[config.mk]
export PLATFORM = sky130hd
export DESIGN_NAME = pc_next_unit_flat
export DESIGN_NICKNAME = d
export VERILOG_FILES = /design/src/rtl/pc_next_unit_if.sv /design/src/rtl/pc_next_unit.sv /design/src/flat_wrapper.sv
export SDC_FILE = /design/constraint.sdc
export NUM_CORES = 1
export LEC_CHECK = 0
export CORE_UTILIZATION = 25
export DETAILED_ROUTE_END_ITERATION = 10
export GPL_ROUTABILITY_DRIVEN = 0
export SLEW_MARGIN = 5
export SYNTH_ARGS = -nofsm -noshare
export SYNTH_HDL_FRONTEND = slang
export SYNTH_SLANG_ARGS = --single-unit
[constraint.sdc]
create_clock -name clk -period 8.8 [get_ports clk]
set_input_delay 1.76 -clock clk [delete_from_list [all_inputs] [get_ports clk]]
set_output_delay 1.76 -clock clk [all_outputs]
set_load 0.01 [all_outputs]
[src/rtl/pc_next_unit_if.sv]
// Fetch-address interface between execute-stage branch resolution and the
// PC stage. The master drives redirect controls; the slave (the PC stage)
// returns the fetch address and status.
interface pc_next_unit_if #(
    parameter int unsigned XLEN = 64
);
    logic            stall;
    logic            branch;
    logic            jalr;
    logic [XLEN-1:0] immd;
    logic [XLEN-1:0] rs1;
    logic            trap;
    logic [XLEN-1:0] trap_vector;
    logic [XLEN-1:0] pc;
    logic [XLEN-1:0] pc_plus;
    logic            fetch_valid;
    logic            misalign;

    modport master (
        output stall,
        output branch,
        output jalr,
        output immd,
        output rs1,
        output trap,
        output trap_vector,
        input  pc,
        input  pc_plus,
        input  fetch_valid,
        input  misalign
    );

    modport slave (
        input  stall,
        input  branch,
        input  jalr,
        input  immd,
        input  rs1,
        input  trap,
        input  trap_vector,
        output pc,
        output pc_plus,
        output fetch_valid,
        output misalign
    );
endinterface

[src/rtl/pc_next_unit.sv]
// Program-counter stage: holds the PC and selects the next fetch address.
// Priority: trap > stall > jalr > branch > sequential. A misaligned taken
// target parks the unit in HALT until a trap redirect arrives.
module pc_next_unit #(
    parameter int unsigned     XLEN         = 64,
    parameter logic [XLEN-1:0] RESET_VECTOR = '0,
    parameter int unsigned     INSTR_BYTES  = 4,
    parameter int unsigned     ALIGN_BITS   = 2
) (
    input  logic          clk,
    input  logic          reset,
    pc_next_unit_if.slave bus
);

    localparam logic [1:0] ST_BOOT = 2'd0;
    localparam logic [1:0] ST_RUN  = 2'd1;
    localparam logic [1:0] ST_HALT = 2'd2;

    localparam logic [XLEN-1:0] INCR     = XLEN'(INSTR_BYTES);
    localparam logic [XLEN-1:0] LOW_MASK = (XLEN'(1) << ALIGN_BITS) - XLEN'(1);
    localparam logic [XLEN-1:0] BIT0     = XLEN'(1);

    logic [1:0]      state_q;
    logic [1:0]      state_d;
    logic [XLEN-1:0] pc_q;
    logic [XLEN-1:0] pc_d;
    logic            misalign_q;
    logic            misalign_d;

    logic [XLEN-1:0] pc_plus;
    logic [XLEN-1:0] jalr_sum;
    logic [XLEN-1:0] tgt_jalr;
    logic [XLEN-1:0] tgt_branch;
    logic [XLEN-1:0] tgt;
    logic [XLEN-1:0] trap_tgt;
    logic            take;
    logic            tgt_bad;

    // Candidate addresses and target alignment check
    always_comb begin
        pc_plus    = pc_q + INCR;
        jalr_sum   = bus.rs1 + bus.immd;
        tgt_jalr   = jalr_sum & ~BIT0;
        tgt_branch = pc_q + bus.immd;
        take       = bus.jalr | bus.branch;
        tgt        = bus.jalr ? tgt_jalr : tgt_branch;
        tgt_bad    = take && ((tgt & LOW_MASK) != '0);
        trap_tgt   = bus.trap_vector & ~LOW_MASK;
    end

    // Next-state and next-PC selection
    always_comb begin
        state_d    = state_q;
        pc_d       = pc_q;
        misalign_d = 1'b0;
        case (state_q)
            ST_BOOT: begin
                state_d = ST_RUN;
                if (bus.trap) begin
                    pc_d = trap_tgt;
                end
            end
            ST_RUN: begin
                if (bus.trap) begin
                    pc_d = trap_tgt;
                end else if (bus.stall) begin
                    pc_d = pc_q;
                end else if (take) begin
                    if (tgt_bad) begin
                        misalign_d = 1'b1;
                        state_d    = ST_HALT;
                    end else begin
                        pc_d = tgt;
                    end
                end else begin
                    pc_d = pc_plus;
                end
            end
            ST_HALT: begin
                if (bus.trap) begin
                    pc_d    = trap_tgt;
                    state_d = ST_RUN;
                end
            end
            default: begin
                state_d = ST_BOOT;
            end
        endcase
    end

    // State, PC and misalign pulse registers
    always_ff @(posedge clk or posedge reset) begin
        if (reset) begin
            state_q    <= ST_BOOT;
            pc_q       <= RESET_VECTOR;
            misalign_q <= 1'b0;
        end else begin
            state_q    <= state_d;
            pc_q       <= pc_d;
            misalign_q <= misalign_d;
        end
    end

    assign bus.pc          = pc_q;
    assign bus.pc_plus     = pc_plus;
    assign bus.fetch_valid = (state_q == ST_RUN);
    assign bus.misalign    = misalign_q;

endmodule

[src/flat_wrapper.sv]
// flat-port wrapper written by rule: the top's interface ports become plain ports
module pc_next_unit_flat 
#(
    parameter int unsigned     XLEN         = 64,
    parameter logic [XLEN-1:0] RESET_VECTOR = '0,
    parameter int unsigned     INSTR_BYTES  = 4,
    parameter int unsigned     ALIGN_BITS   = 2
)
  (clk, reset, bus_stall, bus_branch, bus_jalr, bus_immd, bus_rs1, bus_trap, bus_trap_vector, bus_pc, bus_pc_plus, bus_fetch_valid, bus_misalign);
  pc_next_unit_if #(.XLEN(XLEN)) bus_i ();
  input  logic clk;
  input  logic reset;
  input wire logic [$bits(bus_i.stall)-1:0] bus_stall;
  input wire logic [$bits(bus_i.branch)-1:0] bus_branch;
  input wire logic [$bits(bus_i.jalr)-1:0] bus_jalr;
  input wire logic [$bits(bus_i.immd)-1:0] bus_immd;
  input wire logic [$bits(bus_i.rs1)-1:0] bus_rs1;
  input wire logic [$bits(bus_i.trap)-1:0] bus_trap;
  input wire logic [$bits(bus_i.trap_vector)-1:0] bus_trap_vector;
  output wire logic [$bits(bus_i.pc)-1:0] bus_pc;
  output wire logic [$bits(bus_i.pc_plus)-1:0] bus_pc_plus;
  output wire logic [$bits(bus_i.fetch_valid)-1:0] bus_fetch_valid;
  output wire logic [$bits(bus_i.misalign)-1:0] bus_misalign;
  assign bus_i.stall = bus_stall;
  assign bus_i.branch = bus_branch;
  assign bus_i.jalr = bus_jalr;
  assign bus_i.immd = bus_immd;
  assign bus_i.rs1 = bus_rs1;
  assign bus_i.trap = bus_trap;
  assign bus_i.trap_vector = bus_trap_vector;
  assign bus_pc = bus_i.pc;
  assign bus_pc_plus = bus_i.pc_plus;
  assign bus_fetch_valid = bus_i.fetch_valid;
  assign bus_misalign = bus_i.misalign;
  pc_next_unit #(.XLEN(XLEN), .RESET_VECTOR(RESET_VECTOR), .INSTR_BYTES(INSTR_BYTES), .ALIGN_BITS(ALIGN_BITS)) u_core (.clk(clk), .reset(reset), .bus(bus_i));
endmodule
==> Word-level counts from Yosys, hierarchy flattened <==
Index checks and enable logic that the tools add are counted.
{ "word_totals": {"regBits": 67, "inputBits": 198, "out_inout_bits": 130, "elab_cells": 42} }
{ "op_classes": {"add_sub_neg": 3, "n_eq_ne": 10, "mux": 18, "bitwise_logic": 1, "n_reduce_logical": 7} }
{ "op_table": {"columns": ["cell", "count"], "rows": [
  ["2-to-1 mux 64 bit", 6],
  ["adder 64 bit", 2],
  ["case mux 64 bit (2 select lines)", 1],
  ["adder 64 x 3 -> 64 bit (second input constant)", 1],
  ["nonzero test 64 bit", 1],
  ["2-to-1 mux 2 bit", 5],
  ["!= test 2 x 1 -> 1 bit (second input constant)", 3],
  ["!= test 2 bit (second input constant)", 3],
  ["case mux 2 bit (3 select lines)", 1],
  ["2-to-1 mux 1 bit", 5],
  ["AND reduction 5 bit", 1],
  ["!= test 4 bit (second input constant)", 1],
  ["AND reduction 4 bit", 1],
  ["!= test 3 bit (second input constant)", 1],
  ["== test 2 x 1 -> 1 bit (second input constant)", 1],
  ["== test 2 bit (second input constant)", 1],
  ["zero test 2 bit", 1],
  ["nonzero test 2 bit", 1],
  ["OR reduction 2 bit", 1],
  ["logical AND 1 bit", 1],
  ["OR 1 bit", 1]
]} }

==> Depth between registers and ports, before layout <==
Gate-level depths: netlist (run 1).
{ "depth": {"depth_word": 9, "depth_mapped": 13, "mapped_depth_nobuf": 13} }

==> Worst setup path after synthesis (run 1) <==
OpenSTA, ideal clock, no wires.
{ "synth_path": {"path_type": "input-to-reg", "from": "input bus_immd[0]", "to": "register u_core.pc_q[62] (netlist: u_core.bus.pc[62])", "setup_time_ps": 131, "t_arrival_ps": 4342, "t_required_ps": 8669, "setup_slack_ps": 4327, "cell_stages": 13, "path_buffers": 0, "path_cell_list": "ha_1 -> inv_1 -> fa_1 -> nor2b_1 -> o31a_1 -> o21ai_1 -> o21ai_1 -> o211ai_1 -> nand2b_1 -> a311oi_2 -> o31a_1 -> o211a_1 -> or3_1"} }
{ "synth_between": {"elab_chain_len": 7, "elab_cells_between_ends": 12, "classes_between": "add/sub (2); eq/ne (1); mux (6); reduce/logical (3)"} }
{ "synth_rtl": {"columns": ["item", "line_no", "rtl"], "rows": [
  ["start: declaration", "flat_wrapper.sv:16", "input wire logic [$bits(bus_i.immd)-1:0] bus_immd;"],
  ["adder 64 bit (on tied branches)", "pc_next_unit.sv:44, pc_next_unit.sv:42", null],
  ["2-to-1 mux 64 bit *", "pc_next_unit.sv:46", "tgt = bus.jalr ? tgt_jalr : tgt_branch;"],
  ["branches (longest 5 deep; another with nonzero test 64 bit)", null, null],
  ["end signal: assignment", "pc_next_unit.sv:99", "pc_q <= pc_d;"],
  ["end: declaration", "pc_next_unit.sv:25", "logic [XLEN-1:0] pc_q;"]
]} }
Mark *: on every way between the ends. The select of a mux whose other input is x is not followed.
A chain may end at the register's enable or synchronous reset.

==> Worst setup path after layout (run 1) <==
{ "layout_path": {"from": "register u_core.pc_q[15] (netlist: u_core.bus.pc[15])", "to": "output bus_pc_plus[62]"} }
{ "layout_between": {"elab_chain_len": 1} }
{ "layout_rtl": {"columns": ["item", "line_no", "rtl"], "rows": [
  ["adder 64 x 3 -> 64 bit", "pc_next_unit.sv:41", "pc_plus = pc_q + INCR;"],
  ["end: declaration", "flat_wrapper.sv:21", "output wire logic [$bits(bus_i.pc_plus)-1:0] bus_pc_plus;"]
]} }
Every way passes these cells.

==> results of run 1 <==
-- cells in the mapped netlist (9+ instances only) --
cell      number  area, um^2
o211ai_1      13        97.6
o21ai_0      128         641
or3_1         13        81.3
nor2b_1        9        56.3
o31ai_1       16         120
ha_1         126        1580
a31oi_1       31         194
and2_1        19         119
mux2i_1       13         130
nand2_1      188         706
buf_4          9        67.6
xnor2_1      110         963
buf_2         11        55.1
o21bai_1      21         158
nand4_1       44         275
o21a_1        19         143
and3_1        24         150
nor3_1        36         180
a21oi_1      195         976
xor2_1        54         473
inv_1         50         188
a32oi_1       22         193
a21o_1        65         488
and4_1         9        78.8
a211oi_1      47         353
nand2b_1      12        75.1
clkbuf_1      61         229
nand3_1       50         250
o221ai_1      15         131
dfrtp_1       67        1680
nor2_1       155         582
-- cells in the final DEF (no fill, tap or decap), types with 16 or more instances in the layout --
cell type	n
clkdlybuf4s50_1	323
a21oi_1	195
nand2_1	187
nor2_1	154
o21ai_0	128
ha_1	126
xnor2_1	110
dfrtp_1	67
a21o_1	65
xor2_1	54
nand3_1	50
inv_1	49
a211oi_1	47
nand4_1	44
nor3_1	36
a31oi_1	31
and3_1	24
a32oi_1	22
o21bai_1	21
and2_1	19
o21a_1	19
o31ai_1	16
buf_4	16
-- cells by family after synthesis --
logic type | count (synthesis)
buf+inv | 147
compound gates | 675
mux | 15
simple gates | 605
flops | 67
xor+xnor | 164
fa+ha+maj | 128
-- worst min-delay path by stage --
stage	start	end	slack, ns
6_report	u_core.state_q[1]$_DFFE_PP0P_	u_core.state_q[0]$_DFFE_PP0P_	0.54
3_5_place_dp	u_core.state_q[1]$_DFFE_PP0P_	u_core.state_q[0]$_DFFE_PP0P_	0.53
3_3_place_gp	u_core.state_q[1]$_DFFE_PP0P_	u_core.state_q[0]$_DFFE_PP0P_	0.50
4_1_cts	u_core.state_q[1]$_DFFE_PP0P_	u_core.state_q[0]$_DFFE_PP0P_	0.54
2_1_floorplan	u_core.state_q[1]$_DFFE_PP0P_	u_core.state_q[0]$_DFFE_PP0P_	0.47
5_1_grt	u_core.state_q[1]$_DFFE_PP0P_	u_core.state_q[0]$_DFFE_PP0P_	0.56
-- sequential cells by signal, indices dropped and copies added (netlist names) --
name,flops
u_core.bus.misalign,1
u_core.bus.pc,64
u_core.state_q,2
-- power groups by stage --
stage               logic [mW]  registers [mW]  clock network (mW)
floorplan                 1.33           0.537                   0
global placement          2.17           0.560                   0
detailed placement        2.18           0.562                   0
CTS                       2.20           0.558               0.392
global route              2.41           0.574               0.402
finish                    2.23           0.562               0.386
-- per-layer routing --
metal	up-vias	part of all wire, %	global-route usage, %
met4	4	3.3	7.88
met5	-	0.038	0
met1	7576	44	31.5
met3	110	8.9	4.46
met2	836	44	36.8
li1	7276	-	-
-- worst max-delay path, stage by stage, from the launching register on --
cell             delay, ns
dfrtp_1               0.53
nand4_2               0.19
nor4_4                0.47
nand3_1               0.43
nor4_4                0.53
nor2b_1               0.30
nand3_1               0.12
xnor2_1               0.38
clkdlybuf4s50_1       0.62
-- per-stage QoR --
step	std cells	utilization, %
2_1_floorplan	1801	-
5_1_grt	2744	33.1
4_1_cts	2740	33.1
3_3_place_gp	2725	32.6
6_report	2744	33.1
3_5_place_dp	2725	32.6
-- final cells by class --
type | instances | area share, %
Clock inverter | 3 | 0.235
Sequential cell | 67 | 9.85
Antenna cell | 4 | 0.0588
Inverter | 50 | 1.10
Clock buffer | 12 | 1.39
Tap cell | 680 | 5.00
Multi-Input combinational cell | 1587 | 62.6
Timing Repair Buffer | 341 | 19.8
==> out/summary.txt, run 1 <==
Status = finished, final reports clean
Worst Hold Depth = 1
Final Cell Area = 17000 um^2
Fill cells = 5489
Register area share after synthesis = 12.9%
Reg power frac = 17.7%
WL per Instance = 23.3 um
Num CTS Buffers = 9
Mux cell area share after synthesis = 1.17%
Fin worst setup slack = 3.09 ns
Synth cell types = 100
R2R Path End = u_core.bus.pc[62]$_DFFE_PP0P_
Vias/cell = 5.76
Synth Cell Area = 13000 um^2
Clock slew at reported path FFs = 0.07 ns
IO Pins = 328
#FFs+latches synth = 67
Hold buffers post-CTS = 0
Die area = 53100 um^2
Sw Share = 50.5%
Multi-input gate area = 10700 um^2
Crit path launch = u_core.bus.pc[15]$_DFFE_PP0P_
Clk_lat worst skew = 0.36 ns
TNS Setup = 0 ns
I/O Buffers = 325
Leakage = 6.82 nW
Pre-CTS WS = 2.88 ns
First-pass GRT wire length = 94100 um
Vert. Die Dim = 230 um
Largest net degree at the start of global routing = 68
Via count of the first global-routing pass = 14900
Cells after Synth = 1801
Max Cap Viol = 0
Unrepaired setup endpoints after global routing = false
Slew at the pin closest to its max-slew limit = 1.09 ns
EDFF count, synth = 0
Clk sinks = 67
CTS root buf = clkbuf_16
Syn Area/Cell = 7.24 um^2
First-pass DRT Iterations = 6
Clock skew = 0.0107 ns
Die W = 230 um
Placed Area = 16700 um^2
Share of layout cells above drive strength 1 = 4.22%
Nets@finish = 2382
Critical Path End = bus_pc_plus[62]
Worst slew margin = 27.5%
Crit path required time = 7.04 ns
Synth Area in Compound Gates = 34.3%
Synth Flop Type = dfrtp_1
Int Power = 1.57 mW
FF-to-FF Start = u_core.bus.pc[0]$_DFFE_PP0P_
Critical Path Fanout Max = 8
Worst IR Drop VDD = 0.0805 mV
Final Hold Viols = 0
H-tree depth = 3
P per Cell Area = 187 nW/um^2
Initial antenna violation count = 6
Row Count = 83
Final hold slack = 0.543 ns
Fmax = 175 MHz
Startpoint types = flip-flop
Starting Density = 25.4%
CTS tree = built
Post-route ant nets = 0
Setup Buffers After CTS = 0
Reg-to-reg slack, setup = 4.59 ns
Seq. cell area = 1680 um^2
Grt ovf = 0
Area added between synthesis and finish = 30.5%
DRC Markers = 0
Total power = 3.18 mW
Syn_nets = 2127
Setup Viol. Count Final = 0
R2R cell count = 13
Final WL = 63900 um
XOR/XNOR Fraction of Synth Area = 11.0%
Combinational Power Share = 70.2%
DRT iter0 DRCs = 1830
Adder-cell share of the synthesized area = 12.4%
Via count = 15800
Core Area = 51400 um^2
Crit end category = primary output
Post-cts resize count = 0
Switch Pwr = 1.61 mW
Critical path type = flip-flop to primary output
Clock Path Buffers = 2
Largest family of logic cells by synthesized area = compound AO/OA/AOI/OAI gates
Critical Path AT = 3.95 ns
Post-Synth Simple-Gate Area = 22.7%
Asr flop ratio synth = 100%
Crit path time final = 5.71 ns
Final Max Tran Viols = 0
Worst hold-check path type = flip-flop to flip-flop
Gr usage total = 23.3%
Ys Warns = 0
Clk network pwr share = 12.1%
DP HPWL = 51600 um
Period utilization = 64.9%
No activity file was read; power rests on OpenSTA's default activity.
==> inputs of run 2 (changes only) <==
- clock period: 8.8 -> 5.8 ns (I/O delays scaled with it)
==> run 2 against run 1 <==
Net effect: clock power rose by 64%; worst hold slack got worse by 0.0099 ns; sequential cell count unchanged; via count is 0.59% lower; sequential share of layout area about the same; register-to-register slack worse by 2.6 ns; critical path depth is the same; cell area grew 0.46%; power up 53%; critical path type unchanged; largest cell class unchanged; largest power group unchanged; highest routed layer unchanged.
==> out/summary.txt, run 2 (synthesis gave the netlist of run 1 again) <==
Startpoint types = flip-flop
Hold buffers post-CTS = 0 (unchanged)
Slowest-stage cell, CP = clkdlybuf4s50_1
Post-layout util = 33.3% (+0.15 points)
Leakage = 6.87 nW (+0.74%)
Worst IR Drop VDD = 0.115 mV (+43%)
Final WL = 63900 um (about the same)
Clk_lat worst skew = 0.36 ns (about the same)
Commonest non-fill, non-tap cell in the layout = clkdlybuf4s50_1
DRT iter0 DRCs = 1829 (-0.055%)
Clk sinks = 67 (unchanged)
Critical path type = flip-flop to primary output
Sw Share = 50.0% (-0.50 points)
Setup Buffers After CTS = 0 (unchanged)
Post-cts resize count = 0 (unchanged)
Final Hold Viols = 0 (unchanged)
Reg power frac = 17.5% (-0.2 points)
DRC Markers = 0 (unchanged)
Via count = 15700 (-0.59%)
Worst slew margin = 33.4% (+5.9 points)
Starting Density = 25.4% (unchanged)
Critical Path Fanout Max = 8 (unchanged)
CP top delay family = simple AND/OR/NAND/NOR gates
Die W = 230 um (unchanged)
Gr usage total = 23.2% (-0.063 points)
Row Count = 83 (unchanged)
Nets@finish = 2391 (+0.38%)
Int Power = 2.43 mW (+55%)
Core Area = 51400 um^2 (unchanged)
Clock slew at reported path FFs = 0.06 ns (about the same)
Status = finished, final reports clean
Crit-path cells = nand4_1 -> nor4_4 -> nand3_1 -> nor4_4 -> nand4_1 -> or2_0 -> xnor2_1 -> clkdlybuf4s50_1
Clock skew = 0.0136 ns (+0.00282 ns)
Final hold slack = 0.533 ns (-0.00988 ns)
Initial antenna violation count = 3 (-3)
Most frequent cells in the layout = clkdlybuf4s50_1 (323), a21oi_1 (195), nand2_1 (187), nor2_1 (154), o21ai_0 (128)
IO Pins = 328 (unchanged)
Fmax = 201 MHz
Max FFs per register = 64 (unchanged)
Crit path time final = 4.98 ns
Crit path required time = 4.64 ns (-2.40 ns)
Area added between synthesis and finish = 31.1%
DP HPWL = 51900 um (+0.66%)
CTS root buf = clkbuf_16
CP bufs+invs = 1 (unchanged)
Setup Viol. Count Final = 0 (unchanged)
Via count of the first global-routing pass = 15200 (+2.2%)
P per Cell Area = 285 nW/um^2 (+53%)
Num CTS Buffers = 9 (unchanged)
Critical Path AT = 3.82 ns (-0.13 ns)
TNS Setup = 0 ns (unchanged)
CTS tree = built
Die area = 53100 um^2 (unchanged)
I/O Buffers = 325 (unchanged)
WL per Instance = 23.2 um (-0.29%)
Clk network pwr share = 13.0% (+0.9 points)
Final Max Tran Viols = 0 (unchanged)
Combinational Power Share = 69.5% (-0.7 points)
Post-route ant nets = 0 (unchanged)
Vert. Die Dim = 230 um (unchanged)
First-pass DRT Iterations = 6 (unchanged)
Share of layout cells above drive strength 1 = 4.64% (+0.42 points)
Worst hold-check path type = flip-flop to flip-flop
Slew at the pin closest to its max-slew limit = 0.999 ns (-0.0881 ns)
Largest net degree at the start of global routing = 76 (+12%)
Period utilization = 85.8%
Fill cells = 5526 (+0.67%)
H-tree depth = 3 (unchanged)
Worst path max stage delay = 0.60 ns (-0.02 ns)
Grt ovf = 0 (unchanged)
Switch Pwr = 2.44 mW (+52%)
Vias/cell = 5.71 (-0.81%)
Clock Path Buffers = 2 (unchanged)
Unrepaired setup endpoints after global routing = false
First-pass GRT wire length = 94000 um (about the same)
Crit end category = primary output
Max Cap Viol = 0 (unchanged)
run 2: worst paths after layout:
path,cells after the start,from,endpoint,slack (ns)
min,1,u_core.state_q[1]$_DFFE_PP0P_,u_core.state_q[0]$_DFFE_PP0P_,0.53
min in group asynchronous,2,reset,u_core.bus.misalign$_DFF_PP0_,1.21
max reg2reg,11,u_core.bus.pc[16]$_DFFE_PP0P_,u_core.bus.pc[57]$_DFFE_PP0P_,1.95
min reg2reg,1,u_core.state_q[1]$_DFFE_PP0P_,u_core.state_q[0]$_DFFE_PP0P_,0.53
max in group asynchronous,3,reset,u_core.bus.pc[46]$_DFFE_PP0P_,3.42
max,8,u_core.bus.pc[11]$_DFFE_PP0P_,bus_pc_plus[52],0.82
run 2: area by class of cell:
type | instances | area (um^2) | area share (%)
sequential | 67 | 1680 | 9.80
inverter | 50 | 188 | 1.10
clock buffer | 11 | 233 | 1.36
timing repair buffer | 350 | 3430 | 20.1
clock inverter | 3 | 65.1 | 0.380
tap | 680 | 851 | 4.98
multi-input combinational | 1587 | 10700 | 62.3
antenna | 2 | 5.00 | 0.0293
run 2: worst register-to-register path, cell delays in order, from the launching register on:
cell,delay (ns)
dfrtp_1,0.47
ha_1,0.42
a21oi_1,0.24
o21ai_0,0.26
nor4_2,0.45
a2111oi_2,0.19
o31ai_2,0.59
o21ai_2,0.22
a31oi_2,0.38
mux2i_1,0.24
a221o_1,0.21
nand2_1,0.07
run 2: power by group through the flow:
stage | Clock [mW] | Sequential, mW | Combinational, mW
2_1_floorplan | 0 | 0.814 | 2.02
3_3_place_gp | 0 | 0.851 | 3.30
3_5_place_dp | 0 | 0.855 | 3.32
4_1_cts | 0.641 | 0.848 | 3.34
5_1_grt | 0.653 | 0.872 | 3.65
6_report | 0.633 | 0.853 | 3.39
run 2: metrics by stage:
step | area [um^2] | std cells | total power [mW] | setup WS (ns)
5_1_grt | 17100 | 2750 | 5.18 | 0.528
4_1_cts | 17100 | 2748 | 4.83 | 0.794
6_report | 17100 | 2750 | 4.87 | 0.823
2_1_floorplan | 13000 | 1801 | 2.83 | 1.93
3_5_place_dp | 16800 | 2734 | 4.17 | 0.777
3_3_place_gp | 16800 | 2734 | 4.15 | 0.787
run 2: metal layers:
| metal | routed length, um | GRT usage, % | vias up |
|---|---|---|---|
| met5 | 12 | 0 | - |
| met4 | 2140 | 8.32 | 2 |
| met3 | 5600 | 4.52 | 110 |
| met2 | 28100 | 36.9 | 807 |
| met1 | 28000 | 31.0 | 7511 |
| li1 | - | - | 7278 |
==> inputs of run 3 (changes only) <==
==> constraint.sdc (replaced) <==
create_clock -name clk -period 5.8 [get_ports clk]
set_input_delay 1.16 -clock clk [delete_from_list [all_inputs] [get_ports clk]]
set_output_delay 1.16 -clock clk [all_outputs]
set_load 0.1 [all_outputs]
==> run 3 against run 2 <==
Net effect: sequential share of layout area is 0.053 points higher; critical path type unchanged; worst hold slack worse by 0.0096 ns; register-to-register slack worse by 0.08 ns; combinational power is 48% higher; sequential power is 0.5% lower; setup slack better by 0.059 ns; highest routed layer unchanged; largest power group unchanged.
==> out/summary.txt, run 3 (synthesis gave the netlist of run 1 again) <==
Period utilization = 84.8% (-1.0 points)
Hold Path End = u_core.state_q[0]$_DFFE_PP0P_
Commonest non-fill, non-tap cell in the layout = clkdlybuf4s50_1
Startpoint types = flip-flop
WL per Instance = 23.2 um (about the same)
Hold path startpoint = u_core.state_q[1]$_DFFE_PP0P_
IO Pins = 328 (unchanged)
Final Cell Area = 17000 um^2 (-0.54%)
Max Cap Viol = 0 (unchanged)
First-pass GRT wire length = 94100 um (about the same)
Worst slew margin = 25.2% (-8.2 points)
Crit path time final = 4.92 ns (-0.0588 ns)
Via count = 15600 (-0.72%)
Fill cells = 5463 (-1.1%)
Clock skew = 0.0167 ns (+0.00314 ns)
TNS Setup = 0 ns (unchanged)
Post-layout util = 33.1% (-0.18 points)
Worst hold-check path type = flip-flop to flip-flop
Final Hold Viols = 0 (unchanged)
DP HPWL = 51800 um (-0.25%)
Share of layout cells above drive strength 1 = 6.48% (+1.8 points)
Clock slew at reported path FFs = 0.07 ns (about the same)
Initial antenna violation count = 6 (+3)
Row Count = 83 (unchanged)
FF-to-FF Start = u_core.bus.pc[0]$_DFFE_PP0P_
Worst Hold Depth = 1 (unchanged)
DRC Markers = 0 (unchanged)
Leakage = 6.91 nW (+0.56%)
Reg-to-reg slack, setup = 1.87 ns (-0.08 ns)
Fmax = 203 MHz (+1.2%)
Max FFs per register = 64 (unchanged)
Total power = 6.49 mW (+33%)
Clk_lat worst skew = 0.36 ns (about the same)
Hold buffers post-CTS = 0 (unchanged)
Unrepaired setup endpoints after global routing = false
Vias/cell = 5.67 (-0.76%)
Core Area = 51400 um^2 (unchanged)
Gr usage total = 23.3% (+0.097 points)
Pre-CTS WS = 0.731 ns (-0.0466 ns)
Via count of the first global-routing pass = 15000 (-1.5%)
Crit end category = primary output
Vert. Die Dim = 230 um (unchanged)
Starting Density = 25.4% (unchanged)
CTS tree = built
Setup Buffers After CTS = 0 (unchanged)
Nets@finish = 2391 (unchanged)
R2R Path End = u_core.bus.pc[62]$_DFFE_PP0P_
Critical Path AT = 3.76 ns (-0.06 ns)
P per Cell Area = 382 nW/um^2 (+34%)
Critical path type = flip-flop to primary output
Placed Area = 16700 um^2 (-0.57%)
R2R cell count = 13 (+2)
DRT iter0 DRCs = 1809 (-1.1%)
Largest net degree at the start of global routing = 76 (unchanged)
Die area = 53100 um^2 (unchanged)
Die W = 230 um (unchanged)
Worst IR Drop VDD = 0.208 mV (+81%)
Post-route ant nets = 0 (unchanged)
Most frequent cells in the layout = clkdlybuf4s50_1 (285), a21oi_1 (195), nand2_1 (187), nor2_1 (154), o21ai_0 (128)
Status = finished, final reports clean
Num CTS Buffers = 9 (unchanged)
Setup Viol. Count Final = 0 (unchanged)
H-tree depth = 3 (unchanged)
Final WL = 63800 um (about the same)
Final Max Tran Viols = 0 (unchanged)
Crit path required time = 4.64 ns (about the same)
I/O Buffers = 325 (unchanged)
Critical Path Fanout Max = 8 (unchanged)
Seq. cell area = 1680 um^2 (unchanged)
Clock Path Buffers = 2 (unchanged)
Post-cts resize count = 0 (unchanged)
Multi-input gate area = 10700 um^2 (unchanged)
CTS root buf = clkbuf_16
Slew at the pin closest to its max-slew limit = 1.12 ns (+0.119 ns)
Area added between synthesis and finish = 30.4%
Fin worst setup slack = 0.882 ns (+0.0588 ns)
Grt ovf = 0 (unchanged)
First-pass DRT Iterations = 6 (unchanged)
Clk sinks = 67 (unchanged)
run 3: worst max-delay path by stage:
stage                                  startpoint                       endpoint  slack [ns]  depth (start not counted)
detailed placement                    bus_immd[0]  u_core.bus.pc[62]$_DFFE_PP0P_        0.73                         14
global route        u_core.bus.pc[11]$_DFFE_PP0P_                bus_pc_plus[62]        0.73                          8
global placement                      bus_immd[0]  u_core.bus.pc[62]$_DFFE_PP0P_        0.77                         14
finish              u_core.bus.pc[15]$_DFFE_PP0P_                bus_pc_plus[52]        0.88                          8
floorplan            u_core.bus.pc[2]$_DFFE_PP0P_                bus_pc_plus[52]        0.35                          8
CTS                 u_core.bus.pc[16]$_DFFE_PP0P_                bus_pc_plus[52]        0.93                          8
run 3: cell type report:
type	instances	area share [%]
clock buffer	11	1.37
clock inverter	3	0.383
multi-input combinational	1587	62.6
inverter	50	1.10
timing repair buffer	350	19.6
antenna	3	0.0441
sequential	67	9.86
tap	680	5.00
run 3: per-layer routing:
metal	track usage (%)	part of all wire (%)	vias to the layer above	routed length, um
met5	0	0.031	-	20
met4	9.38	4.0	4	2540
met3	5.15	8.9	123	5690
met2	36.1	43	804	27600
met1	31.2	44	7385	28000
li1	-	-	7279	-
run 3: critical path: stages, from the launching register on:
cell and delay [ns]:
dfrtp_1 0.53, nand4_2 0.20, nor4_4 0.49, nand3_1 0.47
nor4_4 0.53, nand4_1 0.26, or2_0 0.28, xnor2_1 0.29
buf_4 0.36
run 3: stage by stage:
step | instances | hold slack (ns)
finish | 2751 | 0.523
global route | 2751 | 0.553
global placement | 2734 | 0.487
floorplan | 1801 | 0.474
detailed placement | 2734 | 0.508
CTS | 2748 | 0.516
run 3: where the power goes:
part	switching [mW]	internal, mW	leakage [nW]	total (mW)
clock network	0.256	0.373	0.145	0.629
logic	3.56	1.45	5.96	5.01
registers	0.268	0.581	0.802	0.849
total	4.08	2.40	6.91	6.49
==> RTL edit 1, RTL diff (settings of run 2) <==
`XLEN` is set to 64 in 3 places; all go to 128.
--- a/src/rtl/pc_next_unit_if.sv
+++ b/src/rtl/pc_next_unit_if.sv
@@ -3,5 +3,5 @@
 // returns the fetch address and status.
 interface pc_next_unit_if #(
-    parameter int unsigned XLEN = 64
+    parameter int unsigned XLEN = 128
 );
     logic            stall;
--- a/src/rtl/pc_next_unit.sv
+++ b/src/rtl/pc_next_unit.sv
@@ -3,5 +3,5 @@
 // target parks the unit in HALT until a trap redirect arrives.
 module pc_next_unit #(
-    parameter int unsigned     XLEN         = 64,
+    parameter int unsigned     XLEN         = 128,
     parameter logic [XLEN-1:0] RESET_VECTOR = '0,
     parameter int unsigned     INSTR_BYTES  = 4,
--- a/src/flat_wrapper.sv
+++ b/src/flat_wrapper.sv
@@ -2,5 +2,5 @@
 module pc_next_unit_flat 
 #(
-    parameter int unsigned     XLEN         = 64,
+    parameter int unsigned     XLEN         = 128,
     parameter logic [XLEN-1:0] RESET_VECTOR = '0,
     parameter int unsigned     INSTR_BYTES  = 4,
Ports: changed (5 resized); port bits go from 328 to 648. No check against the original RTL was run, so the function may have changed too.
==> RTL edit 1 against run 2 <==
  * Worst setup slack worse by 0.70 ns
  * Synthesized area up 100%
  * Worst hold slack better by 0.027 ns
  * Wire length rose to 2.5 times the old value
  * Core utilization up 2.4 points
  * Sequential cell count up 64
  * Largest cell class unchanged
  * Via count up 130%
  * Design area up 120%
  * Final cell count up 120%
  * Largest power group unchanged
  * Critical endpoint is now bus_pc_plus[107]
  * Die area up 100%
  * Power up 110%
  * Sequential power up 78%
  * Critical path depth up 6
==> RTL edit 1: results (changes against run 2) <==
Final layout
The total number of multi-input combinational cells is 3447 (+120%). The count of inserted antenna diode cells was 5 (+3). The fraction of final layout cells with drive strength greater than 1 came to 10.1% (+5.4 points). The filler cell count was 11300 (+100%). The final-layout non-clock buffer area share came to 25.1% (+5.0 points).

Yosys
The count of distinct cell types in the synthesized netlist is 88 (-12%). The post-synthesis adder-cell area fraction was 12.1% (-0.27 points). The portion of the post-synthesis area used by sequential elements is 12.3% (-0.51 points). The area fraction in compound gates after synthesis is 34.4% (+0.13 points). By area the synthesized netlist is led by sky130_fd_sc_hd__dfrtp_1 (12%), sky130_fd_sc_hd__ha_1 (12%), sky130_fd_sc_hd__a21oi_1 (9.1%). By count the netlist is led by sky130_fd_sc_hd__a21oi_1 (482), sky130_fd_sc_hd__nand2_1 (454), sky130_fd_sc_hd__o21ai_0 (360), sky130_fd_sc_hd__nor2_1 (334), sky130_fd_sc_hd__ha_1 (254).

Critical path
The data arrival time of the critical path is 4.51 ns (+0.69 ns). The setup slack of the most critical reg-to-reg path came to 0.91 ns (-1.04 ns). The worst-case reg-to-reg path depth is 20 (+9).

The reg-to-reg startpoint is u_core.bus.pc[17]$_DFFE_PP0P_.

Pwr
The static power due to leakage is 15.0 nW (+120%). The internal power contribution is 5.09 mW (+110%). The logic gate share of total power was 72.2% (+2.7 points).

Status
The flow ran to the end, and the final reports show no timing, DRC or antenna violations.

CTS
The clock latency on the worst-skew pair is 0.54 ns (+0.18 ns). The clock-pin slew on the worst setup and hold paths came to 0.08 ns (+0.02 ns). The number of buffers created by CTS is 17 (+8).

Detailed routing
The wire length reported by the detailed router is 161000 um (+150%). The detailed-route via count came to 35700 (+130%).

Global route
The number of antenna violations at the first check in global routing came to 17 (+14).
[RTL edit 1: stage by stage]
step | TNS (ns) | setup WS [ns] | std cells | hold WS (ns) | util, %
2_1_floorplan | 0 | 1.14 | 3917 | 0.469 | -
6_report | 0 | 0.125 | 6138 | 0.560 | 35.6
5_1_grt | -0.0161 | -0.00714 | 6133 | 0.581 | 35.6
3_5_place_dp | -1.18 | -0.200 | 6101 | 0.536 | 35.0
3_3_place_gp | -1.44 | -0.190 | 6101 | 0.524 | 35.0
4_1_cts | 0 | 0.0966 | 6133 | 0.547 | 35.6
[RTL edit 1: layer usage]
| metal | vias up | routed length (um) | track usage, % |
|---|---|---|---|
| met5 | - | 131 | 0 |
| met4 | 20 | 8240 | 13.6 |
| met3 | 424 | 16500 | 6.46 |
| met2 | 2193 | 70800 | 45.3 |
| met1 | 16800 | 64900 | 36.7 |
| li1 | 16200 | - | - |
==> RTL edit 2, RTL diff (config.mk and constraints of run 2) <==
Without the edit above. Make the reset (`reset`) synchronous in one clocked block.
--- a/src/rtl/pc_next_unit.sv
+++ b/src/rtl/pc_next_unit.sv
@@ -90,5 +90,5 @@
 
     // State, PC and misalign pulse registers
-    always_ff @(posedge clk or posedge reset) begin
+    always_ff @(posedge clk) begin
         if (reset) begin
             state_q    <= ST_BOOT;
Formal check against the unedited RTL: differs if reset is asserted again (counterexample within 4 cycles, from zero or initial values and one cycle with reset high); with reset held inactive, the same outputs for 4 cycles.
==> RTL edit 2 against run 2 <==
  * Wire length grew 0.71%
  * Maximum frequency shrank 4.1%
  * Worst setup slack got worse by 0.21 ns
  * Design area fell by 1.1%
  * Sequential cell count did not move
  * Sequential share of layout area is 1.9 points lower
  * Power is 38% lower
  * Count of clock-buffer cells in the layout up 2
  * Synthesized area down 2.7%
  * Highest routed layer is now met4
==> RTL edit 2: results (changes against run 2) <==
Yosys
The synthesized instance count is 1828 (+1.5%). Sorting the synthesized cells by how often they occur yields sky130_fd_sc_hd__nor2_1 (189), sky130_fd_sc_hd__a21oi_1 (183), sky130_fd_sc_hd__nand2_1 (175), sky130_fd_sc_hd__ha_1 (126), sky130_fd_sc_hd__o21ai_0 (101). The portion of the post-synthesis area used by sequential elements came to 10.6% (-2.3 points). The most used flip-flop cell after synthesis is sky130_fd_sc_hd__dfxtp_1.

The proportion of synthesized flip-flops having asynchronous set or reset is 0% (-100 points). The synthesis warning total is 0 (unchanged). The net count of the mapped netlist is 2154 (+1.3%). The count of distinct cell types in the synthesized netlist is 90 (-10%). After synthesis, the cell types taking the most area are sky130_fd_sc_hd__ha_1 (12%), sky130_fd_sc_hd__dfxtp_1 (11%), sky130_fd_sc_hd__a21oi_1 (7.2%).

Final layout
The filler cell count is 5325 (-3.6%). The count of inserted antenna diode cells is 0 (-2). The flip-flop count of the largest register after layout is 64 (unchanged). The fraction of final layout cells with drive strength greater than 1 is 4.39% (-0.25 points). The net count reported at finish came to 2416 (+1.0%).

Detailed routing
The routed length on met1 came to 27600 um (-1.5%). The wire length reported by the detailed router came to 64300 um (+0.71%). The detailed-route via count is 16100 (+2.5%). The routed length on met2 came to 28900 um (+2.7%). The iteration count of the initial detailed-routing pass is 6 (unchanged). The met3 layer wire length in the routed design is 5920 um (+5.8%). The topmost layer with routed signal wires is met4.

The initial DRC count was 1687 (-7.8%). The number of vias per cell is 5.82 (+1.9%).

Global route
The all-layer global routing usage is 24.3% (+1.0 points). The met1 global-route usage came to 32.9% (+1.9 points). The first-pass GRT wire length came to 94400 um (+0.45%). The via count of the first global-routing pass is 15300 (+0.34%). The met3 usage is 4.28% (-0.24 points). The number of antenna violations at the first check in global routing is 0 (-3).

The pin count of the biggest net entering global routing is 42 (-45%). The met2 layer usage reported by global route was 38.9% (+2.0 points).

CTS
The cell chosen for the clock root is sky130_fd_sc_hd__clkbuf_16. The count of buffers added by post-CTS timing repair for setup was 0 (unchanged). The number of buffers created by CTS is 9 (unchanged). The number of levels the H-tree was split into is 3 (unchanged). The clock-pin slew on the worst setup and hold paths is 0.07 ns.

Timing
The tightest slew margin relative to the limit is 29.8% (-3.6 points). The worst-case clock skew is 0.0153 ns (+0.00180 ns).

Status
The run finished with clean final reports.

Pwr
The worst-case vdd ir drop came to 0.149 mV (+29%). The static power due to leakage is 6.75 nW (-1.7%).

Placement
The post-placement cell count is 2751 (+0.62%). The number of buffer cells added on primary ports is 325 (unchanged). The HPWL after detailed placement is 51500 um (-0.72%).

Min path
The min-delay analysis places its worst path in the category reg -> reg.

Critical path
The data arrival time of the critical path is 4.03 ns (+0.21 ns).
==> RTL edit 2: cell count changes in the layout (fill, tap and decap cells not counted), sizes merged, moves of 13 or more <==
cell | run 2 | this run
dfrtp | 67 | 0
dfxtp | 0 | 67
nor2 | 155 | 190
o21ai | 138 | 106
a21o | 67 | 81
a21oi | 197 | 183
inv | 50 | 37
nand2 | 188 | 175
==> RTL edit 2: power breakdown <==
group / switching [mW] / internal [mW]
Combinational: 1.03 / 0.790
Sequential: 0.104 / 0.506
Clock: 0.257 / 0.355
Total: 1.39 / 1.65
==> RTL edit 2: final timing paths <==
check                                startpoint                        endpoint  slack [ns]  cells past startpoint
setup reg to reg  u_core.bus.pc[4]$_SDFFE_PP0P_  u_core.bus.pc[60]$_SDFFE_PP0P_        1.84                     12
hold / removal    u_core.bus.pc[0]$_SDFFE_PP0P_   u_core.bus.pc[0]$_SDFFE_PP0P_        0.53                      1
setup / recovery  u_core.bus.pc[4]$_SDFFE_PP0P_                 bus_pc_plus[51]        0.61                      9
hold reg to reg   u_core.bus.pc[0]$_SDFFE_PP0P_   u_core.bus.pc[0]$_SDFFE_PP0P_        0.53                      1
==> RTL edit 2: final cells by class <==
class / instances / share of cell area (%)
clock inverter: 2 / 0.207
multi-input combinational: 1618 / 63.9
inverter: 37 / 0.822
timing repair buffer: 357 / 20.6
tap: 672 / 4.97
clock buffer: 13 / 1.54
sequential: 67 / 7.93
==> RTL edit 2: critical path: stages, from the launching register on <==
cell	delay, ns
sky130_fd_sc_hd__dfxtp_1	0.52
sky130_fd_sc_hd__and4_1	0.34
sky130_fd_sc_hd__and4_1	0.33
sky130_fd_sc_hd__and2_1	0.37
sky130_fd_sc_hd__nand2_1	0.19
sky130_fd_sc_hd__nor2_2	0.44
sky130_fd_sc_hd__nand2_1	0.23
sky130_fd_sc_hd__nor2_1	0.21
sky130_fd_sc_hd__xor2_1	0.40
sky130_fd_sc_hd__clkdlybuf4s50_1	0.62
==> RTL edit 2: cell families after synthesis <==
logic type / count (synthesis) / synth area share, %
xor gates and xnor gates: 164 / 11.3
muxes: 12 / 0.966
DFF: 67 / 10.6
AOI/OAI and AO/OA: 660 / 34.7
buffers and inverters: 143 / 4.41
adders and majority gates: 128 / 12.7
and+or+nand+nor: 654 / 25.3
==> RTL edit 2: through the flow <==
stage,power [mW],cell area (um^2),setup WS (ns),util (%)
after floorplan,1.66,12700,2.04,-
after global placement,2.38,16600,0.537,33.1
after detailed placement,2.40,16600,0.543,33.1
after CTS,3.02,16900,0.681,33.7
after global routing,3.21,16900,0.370,33.7
final,3.04,16900,0.609,33.7
